[src/rtl/rob_pkg.sv]
// Shared types for the reorder buffer: configuration constants, entry and CDB
// port structs, wrap-bit pointer type and a small port-index width helper.
// Pure declarations; no logic, no latency, no flow control.
package rob_pkg;

  // Build-time configuration. The storage and CDB structs are sized from these,
  // so the top-level parameters default to them and must stay in step.
  localparam int ROB_SIZE_CFG   = 16;
  localparam int TAG_W_CFG      = $clog2(ROB_SIZE_CFG);
  localparam int DATA_WIDTH_CFG = 32;
  localparam int REG_WIDTH_CFG  = 5;
  localparam int NUM_CDB_CFG    = 2;

  // Pointer carries one extra MSB (wrap bit) so full and empty are distinct.
  typedef logic [TAG_W_CFG:0] ptr_t;

  typedef struct packed {
    logic                      valid;
    logic                      done;
    logic [REG_WIDTH_CFG-1:0]  dest_reg;
    logic [DATA_WIDTH_CFG-1:0] data;
  } rob_entry_t;

  typedef struct packed {
    logic                      valid;
    logic [TAG_W_CFG-1:0]      tag;
    logic [DATA_WIDTH_CFG-1:0] data;
  } cdb_port_t;

  // Width of a CDB port index; a single port still needs a 1-bit field.
  function automatic int cdb_port_w(input int n);
    return (n > 1) ? $clog2(n) : 1;
  endfunction

  function automatic ptr_t ptr_inc(input ptr_t p);
    return p + ptr_t'(1);
  endfunction

endpackage

[src/rtl/rob_cdb_match.sv]
// Purpose : finds the CDB port broadcasting a given tag (highest port index wins).
// Latency : purely combinational.
// Backpres: none; observes the broadcast bus only.
// Ports   : cdb (unpacked per-port valid/tag/data), tag (tag to search for),
//           hit (some valid port carries tag), data (winning port's data),
//           port (winning port index).
module rob_cdb_match
  import rob_pkg::*;
#(
  parameter int  NUM_CDB = NUM_CDB_CFG,
  localparam int PORT_W  = cdb_port_w(NUM_CDB)
) (
  input  cdb_port_t                 cdb [NUM_CDB],
  input  logic [TAG_W_CFG-1:0]      tag,
  output logic                      hit,
  output logic [DATA_WIDTH_CFG-1:0] data,
  output logic [PORT_W-1:0]         port
);

  // Ascending scan: a later (higher) port overwrites an earlier match.
  always_comb begin
    hit  = 1'b0;
    data = '0;
    port = '0;
    for (int p = 0; p < NUM_CDB; p++) begin
      if (cdb[p].valid && (cdb[p].tag == tag)) begin
        hit  = 1'b1;
        data = cdb[p].data;
        port = PORT_W'(p);
      end
    end
  end

endmodule

[src/rtl/rob_circular.sv]
// Purpose : circular reorder buffer; in-order alloc at tail, out-of-order CDB
//           completion, in-order commit at head, two bypassed operand lookups.
// Latency : alloc_tag/commit_*/lookup_* are combinational; state updates next edge.
// Backpres: alloc_ready = ~full & ~flush; commit waits on commit_ready.
// Ports   : clk/rst (sync, active-high), flush; alloc_valid/ready/dest_reg/tag;
//           cdb_valid/tag/data (NUM_CDB packed ports); lookup_tag/ready/data (2);
//           commit_valid/ready/tag/dest_reg/data; count/full/empty status.
module rob_circular
  import rob_pkg::*;
#(
  parameter int  ROB_SIZE   = ROB_SIZE_CFG,
  parameter int  DATA_WIDTH = DATA_WIDTH_CFG,
  parameter int  REG_WIDTH  = REG_WIDTH_CFG,
  parameter int  NUM_CDB    = NUM_CDB_CFG,
  localparam int TAG_WIDTH  = $clog2(ROB_SIZE)
) (
  input  logic                          clk,
  input  logic                          rst,
  input  logic                          flush,
  input  logic                          alloc_valid,
  output logic                          alloc_ready,
  input  logic [REG_WIDTH-1:0]          alloc_dest_reg,
  output logic [TAG_WIDTH-1:0]          alloc_tag,
  input  logic [NUM_CDB-1:0]            cdb_valid,
  input  logic [NUM_CDB*TAG_WIDTH-1:0]  cdb_tag,
  input  logic [NUM_CDB*DATA_WIDTH-1:0] cdb_data,
  input  logic [2*TAG_WIDTH-1:0]        lookup_tag,
  output logic [1:0]                    lookup_ready,
  output logic [2*DATA_WIDTH-1:0]       lookup_data,
  output logic                          commit_valid,
  input  logic                          commit_ready,
  output logic [TAG_WIDTH-1:0]          commit_tag,
  output logic [REG_WIDTH-1:0]          commit_dest_reg,
  output logic [DATA_WIDTH-1:0]         commit_data,
  output logic [TAG_WIDTH:0]            count,
  output logic                          full,
  output logic                          empty
);

  localparam int PORT_W = cdb_port_w(NUM_CDB);

  rob_entry_t ent [ROB_SIZE];
  ptr_t       head;
  ptr_t       tail;
  cdb_port_t  cdb [NUM_CDB];

  logic [TAG_WIDTH-1:0]  head_idx;
  logic [TAG_WIDTH-1:0]  tail_idx;
  logic                  alloc_fire;
  logic                  commit_fire;
  logic                  cdb_we    [ROB_SIZE];
  logic [DATA_WIDTH-1:0] cdb_wdata [ROB_SIZE];

  assign head_idx = head[TAG_WIDTH-1:0];
  assign tail_idx = tail[TAG_WIDTH-1:0];

  always_comb begin
    for (int p = 0; p < NUM_CDB; p++) begin
      cdb[p].valid = cdb_valid[p];
      cdb[p].tag   = cdb_tag[p*TAG_WIDTH +: TAG_WIDTH];
      cdb[p].data  = cdb_data[p*DATA_WIDTH +: DATA_WIDTH];
    end
  end

  // Occupancy straight from the pointers; modulo arithmetic handles wrap.
  assign count = tail - head;
  assign empty = (head == tail);
  assign full  = (head_idx == tail_idx) && (head[TAG_WIDTH] != tail[TAG_WIDTH]);

  // No same-cycle slot reuse: a full ROB refuses alloc even if head commits.
  assign alloc_ready = ~full & ~flush;
  assign alloc_tag   = tail_idx;
  assign alloc_fire  = alloc_valid & alloc_ready;

  assign commit_valid    = ent[head_idx].valid & ent[head_idx].done;
  assign commit_tag      = head_idx;
  assign commit_dest_reg = ent[head_idx].dest_reg;
  assign commit_data     = ent[head_idx].data;
  assign commit_fire     = commit_valid & commit_ready;

  // Per-entry write-enable decode. The entry being allocated this cycle is
  // still invalid, so a CDB hit on it is dropped by the valid qualifier.
  for (genvar i = 0; i < ROB_SIZE; i++) begin : g_wr
    logic              hit;
    logic [PORT_W-1:0] win;
    logic              dup;

    rob_cdb_match #(.NUM_CDB(NUM_CDB)) u_match (
      .cdb  (cdb),
      .tag  (TAG_WIDTH'(i)),
      .hit  (hit),
      .data (cdb_wdata[i]),
      .port (win)
    );

    assign cdb_we[i] = hit & ent[i].valid & ~ent[i].done;

    // Any matching port other than the winner means two ports share a tag.
    always_comb begin
      dup = 1'b0;
      for (int p = 0; p < NUM_CDB; p++) begin
        if (cdb[p].valid && (cdb[p].tag == TAG_WIDTH'(i)) && (PORT_W'(p) != win)) begin
          dup = 1'b1;
        end
      end
    end

    a_no_dup_tag: assert property (@(posedge clk) disable iff (rst) !dup)
      else $error("two CDB ports broadcast tag %0d in one cycle", i);
  end

  // Operand lookup: a live broadcast beats stored state.
  for (genvar j = 0; j < 2; j++) begin : g_lk
    logic [TAG_WIDTH-1:0]  ltag;
    logic                  hit;
    logic [DATA_WIDTH-1:0] bdata;
    logic [PORT_W-1:0]     win;

    assign ltag = lookup_tag[j*TAG_WIDTH +: TAG_WIDTH];

    rob_cdb_match #(.NUM_CDB(NUM_CDB)) u_match (
      .cdb  (cdb),
      .tag  (ltag),
      .hit  (hit),
      .data (bdata),
      .port (win)
    );

    assign lookup_ready[j] = hit | (ent[ltag].valid & ent[ltag].done);
    assign lookup_data[j*DATA_WIDTH +: DATA_WIDTH] = hit ? bdata : ent[ltag].data;

    a_bypass_live: assert property (@(posedge clk) disable iff (rst) !hit || cdb_valid[win]);
  end

  // Flush shares the reset path so it overrides alloc, commit and CDB.
  always_ff @(posedge clk) begin
    if (rst || flush) begin
      head <= '0;
      tail <= '0;
      for (int i = 0; i < ROB_SIZE; i++) begin
        ent[i].valid <= 1'b0;
        ent[i].done  <= 1'b0;
      end
    end else begin
      for (int i = 0; i < ROB_SIZE; i++) begin
        if (cdb_we[i]) begin
          ent[i].done <= 1'b1;
          ent[i].data <= cdb_wdata[i];
        end
      end
      if (commit_fire) begin
        ent[head_idx].valid <= 1'b0;
        head                <= ptr_inc(head);
      end
      if (alloc_fire) begin
        ent[tail_idx].valid    <= 1'b1;
        ent[tail_idx].done     <= 1'b0;
        ent[tail_idx].dest_reg <= alloc_dest_reg;
        tail                   <= ptr_inc(tail);
      end
    end
  end

endmodule

[config.mk]
export PLATFORM = sky130hd
export DESIGN_NAME = rob_circular
export DESIGN_NICKNAME = d
export VERILOG_FILES = /design/src/rtl/rob_pkg.sv /design/src/rtl/rob_cdb_match.sv /design/src/rtl/rob_circular.sv
export SDC_FILE = /design/constraint.sdc
export NUM_CORES = 2
export LEC_CHECK = 0
export BUFFER_PORTS_ARGS = -buffer_cell sky130_fd_sc_hd__buf_2
export CORE_ASPECT_RATIO = 0.7
export CORE_MARGIN = 2
export CORE_UTILIZATION = 28
export DETAILED_ROUTE_END_ITERATION = 7
export MAX_ROUTING_LAYER = met4
export PLACE_DENSITY = 0.4
export SETUP_SLACK_MARGIN = 0.02
export SYNTH_ARGS = -nofsm -noshare
export SYNTH_HDL_FRONTEND = slang
export SYNTH_HIERARCHICAL = 1
export SYNTH_SLANG_ARGS = --single-unit
export TNS_END_PERCENT = 5
[constraint.sdc]
create_clock -name clk -period 9.85 [get_ports clk]
set_clock_uncertainty 0.1 [all_clocks]
set_input_delay 0.985 -clock clk [delete_from_list [all_inputs] [get_ports clk]]
set_output_delay 0.985 -clock clk [all_outputs]
set_load 0.05 [all_outputs]
Word level (Yosys, flattened, before mapping)
Memory sizes are Yosys's and may differ from the RTL's. A register that Yosys moved wholly into a read port is not among the register bits. Index checks and enable logic that the tools add are counted.

Flip-flop bits (word level): 10. Latch bits: 0. Bits in writable memories: 624. Memory bits (read-only): 0. Input bits: 92. Output and inout bits: 120. Logic and storage cells: 305. Memories kept: 1.

Add/sub/neg operators: 3. $mul: 0. Div/mod/pow operators: 0. Order comparisons: 0. Equal/unequal tests: 37. Shift operators: 0. Multiplexer cells: 148. Bitwise gates (word level): 74. Reduce and logical (&&, ||, !) cells: 40.

Memories: ent (words 16, width 39, rd ports 19, clocked after memory_dff 1, write ports 18, line rob_circular.sv:42) `rob_entry_t ent [ROB_SIZE];`.

Operators with widths (number): two-way mux 32 bit (38); two-way mux 1 bit (108); == test 4 bit (second input constant) (16); AND 1 bit (38); logical AND 1 bit (37); == test 4 x 3 -> 1 bit (second input constant) (8); == test 4 bit (5); inverter 1 bit (18); bitwise OR 1 bit (18); == test 4 x 2 -> 1 bit (second input constant) (4); adder 5 x 1 -> 5 bit (second input constant) (2); == test 4 x 1 -> 1 bit (second input constant) (2); zero test 4 bit (2); two-way mux 4 bit (2); == test 5 bit (1); subtractor 5 bit (1); logical OR 1 bit (1); != test 1 bit (1).

Logic depth before layout (Yosys ltp)
Depth after elaboration: 10. Gate-level depth with buffers: 13. Gate-level depth less buffers: 9.

Modules after synthesis
Netlist, hierarchy kept.

By module, submodules not included: rob_circular (instances 1, cells each 1926, area each 35028.6 um^2, seq. area each 18697.9 um^2); rob_cdb_match (instances 18, cells each 126, area each 1017.2 um^2, seq. area each 0.0 um^2).

Worst setup path after synthesis
Ideal clock, no wire load.

Kind: in2reg. Start point: input port cdb_tag[7]. End point: memory ent[0][16] (netlist bit) (data pin). Setup time: 0.131 ns. Data arrival time: 5.336 ns. Required time: 9.619 ns. Path slack: 4.283 ns. Stages: 12. Buffers on the path: 4. Cell sequence: a22o_1 or4_4 buf_6 buf_12 o31ai_1 nand2_1 nor3_1 nor4_1 nand4_1 buf_2 clkbuf_1 and2_1.

RTL lines: start, declared (line rob_circular.sv:25) `input logic [NUM_CDB*TAG_WIDTH-1:0] cdb_tag,`; end, declared (line rob_circular.sv:42).

Worst setup path after layout
Start point: input port lookup_tag[6]. End point: output port lookup_data[60].

Longest elaborated chain between the ends: 5. Elaborated cells between the ends (all ways): 10. Classes of those cells: eq/ne (2); mux (5); reduce/logical (2); memory (1).

RTL lines: start, declared (line rob_circular.sv:27) `input logic [2*TAG_WIDTH-1:0] lookup_tag,`; == test 4 bit (line rob_cdb_match.sv:26) `if (cdb[p].valid && (cdb[p].tag == tag)) begin`; logical AND 1 bit (line rob_cdb_match.sv:26); two-way mux 1 bit (line rob_cdb_match.sv:26); two-way mux 1 bit * (line rob_cdb_match.sv:26); via g_lk[1].hit (line rob_circular.sv:115) `logic hit;`; two-way mux 32 bit * (line rob_circular.sv:130) `assign lookup_data[j*DATA_WIDTH +: DATA_WIDTH] = hit ? bdata : ent[ltag].data;`; end, declared (line rob_circular.sv:29) `output logic [2*DATA_WIDTH-1:0] lookup_data,`.

Mark *: on every way through the listed nets, which the timed path passes. The rest lies on a longest branch.

==> metrics.md <==
| Metric | Value |
|---|---|
| I/O pin count | about 210 |
| Crit path launch type | primary input |
| Drt wl/cell | roughly 36 um |
| Hold buffers post-CTS | 0 |
| Final instance area | a little under 60,000 um2 |
| DRC | 0 |
| CP endpoint kind | output port |
| Critical path required time | about 8.8 ns |
| Initial core utilization | 0.2828 |
| Worst-Margin Slew | 1.686 ns |
| Worst Setup SP | lookup_tag[6] |
| Remaining global-route overflow | 0 |
| Die footprint | between 150,000 and 200,000 um2 |
| First-pass GRT wire length | about 340 mm |
| Die Span Y | 368.9 um |
| Combinational Power Share | 0.201 |
| Cts bufs inserted | slightly below 80 |
| Clk pwr share | 0.406 |
| Leakage | 22.41 nW |
| HP Class | flop to flop |
| CTS clk-pin slew, worst paths | about 0.05 ns |
| Reg2reg path depth | 5 |
| Gr usage total | 0.2577 |
| Max Clk Rate | between 150 and 200 MHz |
| Final period util | 0.5894 |
| Root Buffer | clkbuf_16 |
| Worst-path fanout max | 21 |
| Status | finished, violations left |
| Crit Path Category | primary input to output port |
| Layout area overhead | 11.64% |
| Netlist area before placement | between 50,000 and 60,000 um2 |
| Clk Latency, worst-skew pair | 0.69 ns |
| RSZ-0062 raised after global routing | false |
| CTS Sinks | about 640 |
| Slowest stage delay, CP | 0.88 ns |
| Relative slew margins | -0.1239 |
| Setup TNS | 0 ns |
| Flop pwr share | 0.393 |
| Row cnt | 133 |
| Crit-path cells | buf_4 > buf_4 > xor2_4 > buf_4 > o31ai_4 > buf_4 > mux2_2 > buf_2 |
| Filler cell count | ~19,000 |
| Core Area | about 190,000 um2 |
| Clk buf depth | 3 |
| CTS tree | built |
| Largest net degree at the start of global routing | between 200 and 300 |
| Failing checks | max-slew violations |
| Htree depth | 3 |
| Number of global-route vias before repair | around 38,000 |
| Launching point of the worst reg2reg path | head[2] |
| Slowest CP cell | xor2_4 |
| Area after DPL | roughly 57,000 um2 |
| Final nets | roughly 4,400 |
| Sw power | 2.419 mW |
| Power density over cell area | 125.5 nW/um2 |
| Ys Warns | 6 |
| Final wirelength | approximately 250 mm |
| P_int | 5.043 mW |
| Switching part of the total | 0.3242 |
| First-pass detailed-route iteration total | 6 |
| Layout cell share with drive strength beyond 1 | 0.3764 |
| Number of max-cap violations | 0 |
| Hold Path Cell Cnt | 2 |
| Via density per instance | 5.745 |
| CP arrival | ~4.7 ns |
| Initial DRC Count | 5,199 |
| Initial antenna violation count | 22 |
| Setup Viol. Count Final | 0 |
| Die Wd | approximately 530 um |
| ANT nets after route | 0 |
| Hold_ws | a little under 0.4 ns |
| Worst vdd rail ir drop | 0.1009 mV |
| Routability Congestion | approximately 0.8 |
| Post-Syn Instances | 4,176 |
| Vias | around 40,000 |
| Most used cell, CP | buf_4 |
| Post-CTS Setup Bufs | 0 |
| Min-delay src | ent[3][37] |
| Resized cells post-CTS | 0 |
| IO Port Bufs | approximately 210 |
| Avg Inst Size Synth | between 10 and 15 um2 |
| Min cycle time layout | between 5 and 6 ns |
| Endpoints failing hold | 0 |
| Final max-slew violation count | 68 |
| Post-DP HPWL | roughly 140 mm |
power by group through the flow:
stage               Sequential [mW]  Combinational, mW  Clock (mW)
floorplan                      2.99              0.851           0
global placement               2.99               1.46           0
detailed placement             2.99               1.46           0
CTS                            2.93               1.46        3.08
global route                   2.93               1.55        3.16
finish                         2.93               1.50        3.03
final cells by class:
cell class              count  area (um2)  area share
clock buffers              94        2101     0.03532
multi-input cells        2625       30760      0.5172
diodes                     11       27.53   0.0004629
flip-flops and latches    638       18710      0.3146
inverters                 653        2454     0.04126
repair buffers            314        1897     0.03189
clock inverters            46       399.1    0.006711
well taps                2497        3124     0.05253
layout by cell type, fill, tap and decap left out, types with 41 or more instances in the layout:
master	instances
mux2_2	64
edfxtp_1	592
mux4_2	515
nand2_1	47
nand2b_1	57
buf_2	203
conb_1	144
mux2_4	504
nor2_1	41
buf_4	105
clkbuf_16	82
dfxtp_1	43
nor4_1	578
mux2_1	73
and2_1	259
inv_1	633
registers in the layout, summed over array words and instances, names as in the netlist, named ones only:
register  cells
ent         624
tail          5
head          5
through the flow:
stage                     setup slack (ns)  utilization  cells  total power [mW]
after floorplan                      4.284            -   4318             3.844
after global placement               4.014       0.3023   6727             4.449
after detailed placement             3.976       0.3023   6727             4.455
after CTS                            4.008       0.3156   6867             7.477
after global routing                 3.854       0.3157   6875             7.646
final                                4.045       0.3157   6878             7.462
worst paths after layout:
kind                     end  slack [ns]
min reg2reg       ent[3][37]        0.38
max reg2reg      ent[15][32]        6.61
max          lookup_data[60]        4.04
min               ent[3][37]        0.38
routing by layer:
layer | global-route usage | wire [um] | vias to the layer above
met5 | - | 0 | -
met4 | 0.04869 | 4724 | 0
met3 | 0.06383 | 23950 | 287
met2 | 0.3534 | 101600 | 2166
met1 | 0.3804 | 116600 | 20860
li1 | - | - | 16200
critical path, delay by kind of cell:
family / cells / cell delay [ns]
buffers and inverters: 5 / 2.22
AOI/OAI and AO/OA: 1 / 0.11
xor gates and xnor gates: 1 / 0.88
muxes: 1 / 0.34
Power figures use the tool's default switching activity.
